===== config.mk =====
export PLATFORM = sky130hd
export DESIGN_NAME = fetch_decode_queue
export DESIGN_NICKNAME = d
export VERILOG_FILES = /design/src/rtl/fetch_pkg.sv /design/src/rtl/fdq_storage.sv /design/src/rtl/fetch_decode_queue.sv
export SDC_FILE = /design/constraint.sdc
export NUM_CORES = 1
export LEC_CHECK = 0
export CORE_ASPECT_RATIO = 2
export CORE_MARGIN = 3
export CORE_UTILIZATION = 61
export DETAILED_ROUTE_END_ITERATION = 6
export PLACE_DENSITY = 0.86
export SYNTH_ARGS = -nofsm -noshare
export SYNTH_HDL_FRONTEND = slang
export SYNTH_SLANG_ARGS = --single-unit

===== constraint.sdc =====
create_clock -name clk -period 4.4 [get_ports clk]
set_input_delay 0.44 -clock clk [delete_from_list [all_inputs] [get_ports clk]]
set_output_delay 0.44 -clock clk [all_outputs]
set_load 0.02 [all_outputs]

===== src/rtl/fetch_pkg.sv =====
// fetch_pkg: types and widths shared by the fetch-to-decode queue.
//   PC_WIDTH       width of one PC or instruction slot
//   FETCH_WIDTH    slots per fetch bundle
//   fetch_bundle_t one fetch bundle: slot PCs, instructions, recovery PCs
//                  and prediction bits, with slot 0 in the low bits of each field
//   BUNDLE_W       packed width of fetch_bundle_t (196 bits)
package fetch_pkg;

  localparam int PC_WIDTH    = 16;
  localparam int FETCH_WIDTH = 4;

  typedef struct packed {
    logic [FETCH_WIDTH*PC_WIDTH-1:0] pc;
    logic [FETCH_WIDTH*PC_WIDTH-1:0] inst;
    logic [FETCH_WIDTH*PC_WIDTH-1:0] recv_pc;
    logic [FETCH_WIDTH-1:0]          pred;
  } fetch_bundle_t;

  localparam int BUNDLE_W = $bits(fetch_bundle_t);

endpackage


===== src/rtl/fdq_storage.sv =====
// fdq_storage: DEPTH x BUNDLE_W register array for the fetch-to-decode queue.
// One synchronous write port and one asynchronous read port. All entries
// clear to 0 on reset, so the read port shows 0 until something is written.
//   clk, rst_n   clock, asynchronous active-low reset
//   wr_en        write wr_data into entry wr_addr at the next rising edge
//   wr_addr      write entry index
//   wr_data      bundle to store
//   rd_addr      read entry index
//   rd_data      combinational contents of entry rd_addr
module fdq_storage
  import fetch_pkg::*;
#(
  parameter int DEPTH = 4,
  parameter int AW    = $clog2(DEPTH)
) (
  input  logic          clk,
  input  logic          rst_n,
  input  logic          wr_en,
  input  logic [AW-1:0] wr_addr,
  input  fetch_bundle_t wr_data,
  input  logic [AW-1:0] rd_addr,
  output fetch_bundle_t rd_data
);

  fetch_bundle_t mem [DEPTH];

  always_ff @(posedge clk or negedge rst_n) begin
    if (!rst_n) begin
      for (int i = 0; i < DEPTH; i++) mem[i] <= '0;
    end else if (wr_en) begin
      mem[wr_addr] <= wr_data;
    end
  end

  assign rd_data = mem[rd_addr];

endmodule


===== src/rtl/fetch_decode_queue.sv =====
// fetch_decode_queue: circular buffer of fetch bundles between fetch and decode.
// Absorbs decode back-pressure, stalls fetch when full and discards all
// buffered bundles in one cycle on a misprediction flush.
//
// Optional feature macro: FDQ_BYPASS_EN. When defined, a bundle arriving at an
// empty queue while decode is ready goes straight to the outputs in the same
// cycle without being written. When undefined there is no combinational path
// from any fetch input to any output.
//
// Handshake: a bundle moves fetch->queue when fetch_vld && !stall_fetch && !flush,
// and queue->decode when out_vld && dec_rdy && !flush. stall_fetch depends
// only on count, never on dec_rdy.
//
// Ports:
//   clk, rst_n             clock, asynchronous active-low reset
//   fetch_vld              fetch presents a bundle
//   pc_from_fet, inst_from_fet, recv_pc_from_fet, pred_result_from_fet  bundle in
//   stall_fetch            queue full, fetch must re-present its bundle
//   dec_rdy                decode takes the head bundle
//   flush                  ROB misprediction, empties the queue
//   out_vld                head bundle valid
//   pc_to_dec, inst_to_dec, recv_pc_to_dec, pred_result_to_dec  head bundle out
//   count                  occupancy (debug / perf)
module fetch_decode_queue
  import fetch_pkg::*;
#(
  parameter int DEPTH    = 4,
  parameter int PC_WIDTH = fetch_pkg::PC_WIDTH
) (
  input  logic                          clk,
  input  logic                          rst_n,
  input  logic                          fetch_vld,
  input  logic [4*PC_WIDTH-1:0]         pc_from_fet,
  input  logic [4*PC_WIDTH-1:0]         inst_from_fet,
  input  logic [4*PC_WIDTH-1:0]         recv_pc_from_fet,
  input  logic [3:0]                    pred_result_from_fet,
  output logic                          stall_fetch,
  input  logic                          dec_rdy,
  input  logic                          flush,
  output logic                          out_vld,
  output logic [4*PC_WIDTH-1:0]         pc_to_dec,
  output logic [4*PC_WIDTH-1:0]         inst_to_dec,
  output logic [4*PC_WIDTH-1:0]         recv_pc_to_dec,
  output logic [3:0]                    pred_result_to_dec,
  output logic [$clog2(DEPTH+1)-1:0]    count
);

  localparam int AW = $clog2(DEPTH);
  localparam int CW = $clog2(DEPTH+1);

  logic [AW-1:0] wr_ptr;
  logic [AW-1:0] rd_ptr;
  logic          full;
  logic          queued_vld;
  logic          bypass;
  logic          enq;
  logic          deq;
  fetch_bundle_t in_bundle;
  fetch_bundle_t head_bundle;
  fetch_bundle_t out_bundle;

  assign in_bundle.pc      = pc_from_fet;
  assign in_bundle.inst    = inst_from_fet;
  assign in_bundle.recv_pc = recv_pc_from_fet;
  assign in_bundle.pred    = pred_result_from_fet;

  assign full        = (count == CW'(DEPTH));
  assign stall_fetch = full;
  assign queued_vld  = (count != '0);

`ifdef FDQ_BYPASS_EN
  assign bypass = !queued_vld && fetch_vld && dec_rdy && !flush;
`else
  assign bypass = 1'b0;
`endif

  // A bypassed bundle is consumed directly by decode and never stored.
  assign enq = fetch_vld && !full && !flush && !bypass;
  // Only stored bundles advance rd_ptr; a bypass happens with count == 0.
  assign deq = queued_vld && dec_rdy && !flush;

  always_ff @(posedge clk or negedge rst_n) begin
    if (!rst_n) begin
      wr_ptr <= '0;
      rd_ptr <= '0;
      count  <= '0;
    end else if (flush) begin
      // Pointers only; entry contents are left stale.
      wr_ptr <= '0;
      rd_ptr <= '0;
      count  <= '0;
    end else begin
      if (enq) wr_ptr <= wr_ptr + AW'(1);
      if (deq) rd_ptr <= rd_ptr + AW'(1);
      case ({enq, deq})
        2'b10:   count <= count + CW'(1);
        2'b01:   count <= count - CW'(1);
        default: count <= count;
      endcase
    end
  end

  fdq_storage #(
    .DEPTH (DEPTH)
  ) u_storage (
    .clk     (clk),
    .rst_n   (rst_n),
    .wr_en   (enq),
    .wr_addr (wr_ptr),
    .wr_data (in_bundle),
    .rd_addr (rd_ptr),
    .rd_data (head_bundle)
  );

  assign out_bundle = bypass ? in_bundle : head_bundle;
  assign out_vld    = queued_vld || bypass;

  assign pc_to_dec          = out_bundle.pc;
  assign inst_to_dec        = out_bundle.inst;
  assign recv_pc_to_dec     = out_bundle.recv_pc;
  assign pred_result_to_dec = out_bundle.pred;

endmodule


## After elaboration in Yosys (flattened, before gate mapping)

Cells that the tools add are included.

| storage, ports and cells | value |
|---|---|
| register bits after elaboration | 791 |
| input bits | 201 |
| output and inout port bits | 201 |
| word-level logic and storage cells | 54 |

| operators by class | value |
|---|---|
| add/subtract/negate cells | 4 |
| order comparisons | 3 |
| eq/ne operators | 3 |
| muxes and demuxes | 12 |
| bitwise operators | 2 |
| reductions and logical operators | 11 |

Operator list:

| cell | count |
|---|---|
| bitwise mux 784 bit | 1 |
| two-way mux 196 bit | 3 |
| binary-select mux 196 bit (select 2 bit) | 1 |
| demux 196 bit (select 2 bit) | 1 |
| two-way mux 2 bit | 4 |
| >= comparator 3 bit (second input constant) | 2 |
| NOT 2 -> 3 bit | 2 |
| one-hot mux 3 bit (2 select lines) | 1 |
| nonzero test 3 bit | 2 |
| logical AND 1 bit | 5 |
| adder 2 x 1 -> 2 bit (second input constant) | 2 |
| nonzero test 2 bit | 2 |
| adder 3 x 1 -> 3 bit (second input constant) | 1 |
| equality test 3 bit (second input constant) | 1 |
| < comparator 3 x 1 -> 1 bit (second input constant) | 1 |
| two-way mux 3 bit | 1 |
| subtractor 3 x 1 -> 3 bit (second input constant) | 1 |
| equality test 2 x 1 -> 1 bit (second input constant) | 1 |
| equality test 2 bit (second input constant) | 1 |
| logical NOT 1 bit | 2 |

## Longest topological paths before layout

| depth | value |
|---|---|
| word-level depth | 7 |
| mapped depth | 7 |
| mapped depth without buffers | 6 |

## Cells and area by module

A second synthesis with hierarchy kept.

| unflattened totals | value |
|---|---|
| cell total of the unflattened synthesis | 1,953 |
| area, all modules | 34,083.9 um2 |

Modules (own cells, without submodules):

| module | instances | cells each | area each (um2) | sequential area each (um2) |
|---|---|---|---|---|
| fdq_storage | 1 | 1,896 | 33,555.9 | 19,618.8 |
| fetch_decode_queue | 1 | 57 | 528.0 | 175.2 |

## Least setup slack after synthesis

Ideal clock, no wire load.

| timing path | value |
|---|---|
| path type | flip-flop to flip-flop |
| start | register count[0] |
| end | register count[1] |
| setup time | 0.101 ns |
| data arrival time | 1.939 ns |
| required time | 4.299 ns |
| path slack | 2.360 ns |
| cell stages (with the launch flop) | 7 |
| buffers on the path | 1 |
| period minus slack after synthesis | 2.040 ns |
| cells stage by stage | dfrtp_1 clkbuf_1 o31ai_1 nor3_1 fa_1 a31oi_1 nor4_1 |

| on the way | value |
|---|---|
| word-level cells in the longest chain between the ends | 7 |
| elaborated cells between the ends (all ways) | 14 |
| those cells by class | add/sub (2); eq/ne (3); mux (2); reduce/logical (7) |

Ends and longest elaborated chain:

| element | RTL line | text |
|---|---|---|
| start: declaration | fetch_decode_queue.sv:45 | `output logic [$clog2(DEPTH+1)-1:0] count` |
| start signal: assignment | fetch_decode_queue.sv:96 | `2'b10: count <= count + CW'(1);` |
| start signal: assignment | fetch_decode_queue.sv:97 | `2'b01: count <= count - CW'(1);` |
| start signal: assignment | fetch_decode_queue.sv:98 | `default: count <= count;` |
| equality test 3 bit | fetch_decode_queue.sv:67 | `assign full = (count == CW'(DEPTH));` |
| logical NOT 1 bit | fetch_decode_queue.sv:78 | `assign enq = fetch_vld && !full && !flush && !bypass;` |
| logical AND 1 bit (2 in series) | fetch_decode_queue.sv:78 |  |
| equality test 2 x 1 -> 1 bit / equality test 2 bit (equally long branches) | fetch_decode_queue.sv:95 | `case ({enq, deq})` |
| one-hot mux 3 bit (2 select lines) | fetch_decode_queue.sv:95 |  |
| two-way mux 3 bit | fetch_decode_queue.sv:87 | `end else if (flush) begin` |

Several ways; a longest one is shown, not always the timed one.
A chain may end at the register's enable or synchronous reset.

## Worst setup path in the final report

| timing path | value |
|---|---|
| start | register rd_ptr[0] |
| end | output port recv_pc_to_dec[50] |

| on the way | value |
|---|---|
| word-level cells in the longest chain between the ends | 4 |

Ends and longest elaborated chain:

| element | RTL line | text |
|---|---|---|
| start: declaration | fetch_decode_queue.sv:52 | `logic [AW-1:0] rd_ptr;` |
| start signal: assignment | fetch_decode_queue.sv:94 | `if (deq) rd_ptr <= rd_ptr + AW'(1);` |
| NOT 2 -> 3 bit (not written as such) | fdq_storage.sv:35 | `assign rd_data = mem[rd_addr];` |
| binary-select mux 196 bit (select 2 bit) | fdq_storage.sv:35 |  |
| two-way mux 196 bit (not written as such) (2 in series) | fdq_storage.sv:35 |  |
| end: declaration | fetch_decode_queue.sv:43 | `output logic [4*PC_WIDTH-1:0] recv_pc_to_dec,` |

No other way between the ends. The select of a mux whose other input is x is not followed.

==> metrics.txt <==
Critical-path top delay cell=dfrtp_4; Final Max Slew Viols=0; Hold WC Path Type=reg -> reg; Cell Area, Synth=34510 um2; layout cells sized above 1=25.55%; Yosys cell types=37; Post-synth EDFFs=0; Clock Root Buffer=clkbuf_16; YS warnings=0; first-pass GRT wire length=127200 um; Yosys reg bits=791; GP Congestion=0.7826; largest delay contributor family on the critical path=buffers and inverters; RSZ-0062 raised after global routing=no; core area=55720 um2; ANT nets after route=0; Worst EP arrival=3.10 ns; M3 GR Usage=6.986%; Worst setup startpoint=rd_ptr[0]; CTS Buffer Depth=3; Slew HR=35.00%; Via density=6.016; Post-Synth Simple-Gate Area=0.5583%; CP Class=reg -> out; Final Hold Viols=0; DIE AREA=59640 um2; start point of the worst hold path=u_storage.mem[214]; global routing's busiest layer=met2; ys flop type=dfrtp_1; GRT Total Usage=27.38%; worst path required time=3.96 ns; endpoints failing setup=0; number of max-cap violations=0; total congestion overflow=0; Sink Count=791; Static Leak=18.12 nW; # resized after CTS=0; Die X=174.2 um; Vias=19000; syn_area_per_cell=17.59 um2; DRC Markers=0; area share of fa/ha/maj cells after synthesis=0.2030%; crit end category=output pin; largest net degree at the start of global routing=118; status=complete, no violations; CP max FO=31; hpwl dp=53160 um; Die Height=342.4 um; clk_lat worst skew=0.58 ns; DR iter-0 viols=938; worst r2r src=count[0]; grt met2 use=49.13%; mux cell area share after synthesis=38.37%; largest family of logic cells by synthesized area=multiplexers; post-synthesis compound-gate area fraction=0.3118%; most frequent cells in the layout=789 x dfrtp_1, 532 x mux2_1, 400 x clkdlybuf4s50_1; post-route setup TNS=0 ns; vias in the first global route=21940; Initial Util=61.94%; M1 GR Usage=32.23%; fin util=74.28%; initial antenna violation count=14; Critical path buffers and inverters=2; part of the Yosys area used for sequential elements=57.35%; Routed WL per cell=25.37 um; row cnt=122; launching element type of the critical path=flop; FFs w/ async S/R, synth=100.0%; worst-margin pin slew=0.9750 ns; TritonCTS Buffers=69; Tmin final=3.542 ns; CTS tree=yes; TritonRoute pass-1 iters=4; Cell Pwr Density=573.9 nW/um2; WL final=80110 um; Synth Area in XOR/XNOR=0.07613%; Clock Pin Slew Worst Setup and Hold Paths=0.06 ns; syn_nets=2168; slowest stage delay, CP=0.89 ns; fin nets=2560; fillers=3284; Tcrit/Tclk final=80.49%; I/O pin count=402; post-synthesis instance total=1962; PortBufs=401; Area Growth Syn to Fin=19.91%; max frequency=0.2824 GHz; CTS H-tree depth=3; commonest non-fill, non-tap cell in the layout=dfrtp_1; clk_skew=0.01587 ns; worst path cell trace=buf_4 > mux4_2 > clkdlybuf4s50_1; peak supply drop=0.4274 mV
synth_stat cells (3+ instances only):
library cell,instances,area [um2]
a21oi_1,6,30.03
buf_1,6,22.52
buf_2,47,235.2
buf_6,63,709.4
clkbuf_1,17,63.81
dfrtp_1,791,19790
ha_1,4,50.05
inv_1,5,18.77
mux2_1,532,5991
mux2_2,252,2838
mux4_2,196,4414
nand2b_1,4,25.02
nand3_1,3,15.01
nand3_4,4,70.07
nor2_1,4,15.01
flip-flops by register name (all words and copies together), names as in the netlist:
| register | cells |
|---|---|
| u_storage.mem | 784 |
| count | 3 |
| rd_ptr | 2 |
| wr_ptr | 2 |
path summary, 6_finish.rpt:
check	endpoint	slack (ns)	cells after the start
setup reg to reg	u_storage.mem[195]	1.53	4
max in group asynchronous	u_storage.mem[515]	2.66	3
hold / removal	u_storage.mem[214]	0.49	1
setup / recovery	recv_pc_to_dec[50]	0.86	3
hold reg to reg	u_storage.mem[214]	0.49	1
min in group asynchronous	u_storage.mem[538]	0.50	2
stage by stage:
stage / power [mW] / std cells / area [um2] / setup slack (ns) / hold WS (ns)
3_5_place_dp: 17.79 / 3026 / 39090 / 1.251 / 0.4754
2_1_floorplan: 14.74 / 1962 / 34510 / 2.360 / 0.1444
3_3_place_gp: 17.24 / 3026 / 39090 / 1.290 / 0.4676
4_1_cts: 23.98 / 3147 / 41360 / 0.7869 / 0.4795
5_1_grt: 24.83 / 3156 / 41380 / 0.7259 / 0.4992
6_report: 23.75 / 3158 / 41380 / 0.8584 / 0.4854
where the power goes:
part           total [mW]  switching (mW)  internal, mW
Clock                6.10            2.59          3.51
Combinational        6.92            2.98          3.94
Sequential           10.7            1.23          9.50
kinds of logic after synthesis:
kind of cell	after synthesis
XOR/XNOR	3
AO/OA/AOI/OAI	17
AND/OR/NAND/NOR	25
buffers and inverters	141
flip-flops	791
adder cells (fa/ha/maj)	5
multiplexers	980
per-layer routing:
metal  routed length [um]  vias to the layer above
met5                   41                        -
met4                 2016                        6
met3                 4883                      113
met2                43360                      506
met1                29800                    10250
li1                     -                     8121
what timing repair did:
item | CTS | global route
hold endpoints to repair | 48 | 0
setup buffers | 0 | 0
hold buffers | 1 | 0
layout make-up:
cell class / instances / area [um2] / area share [%]
antenna: 11 / 27.53 / 0.06651
tap: 744 / 930.9 / 2.249
timing repair buffer: 457 / 4705 / 11.37
sequential: 791 / 19800 / 47.85
clock inverter: 18 / 219.0 / 0.5291
inverter: 5 / 18.77 / 0.04535
multi-input combinational: 1030 / 13640 / 32.96
clock buffer: 102 / 2043 / 4.937
(Power assumes the default switching activity.)
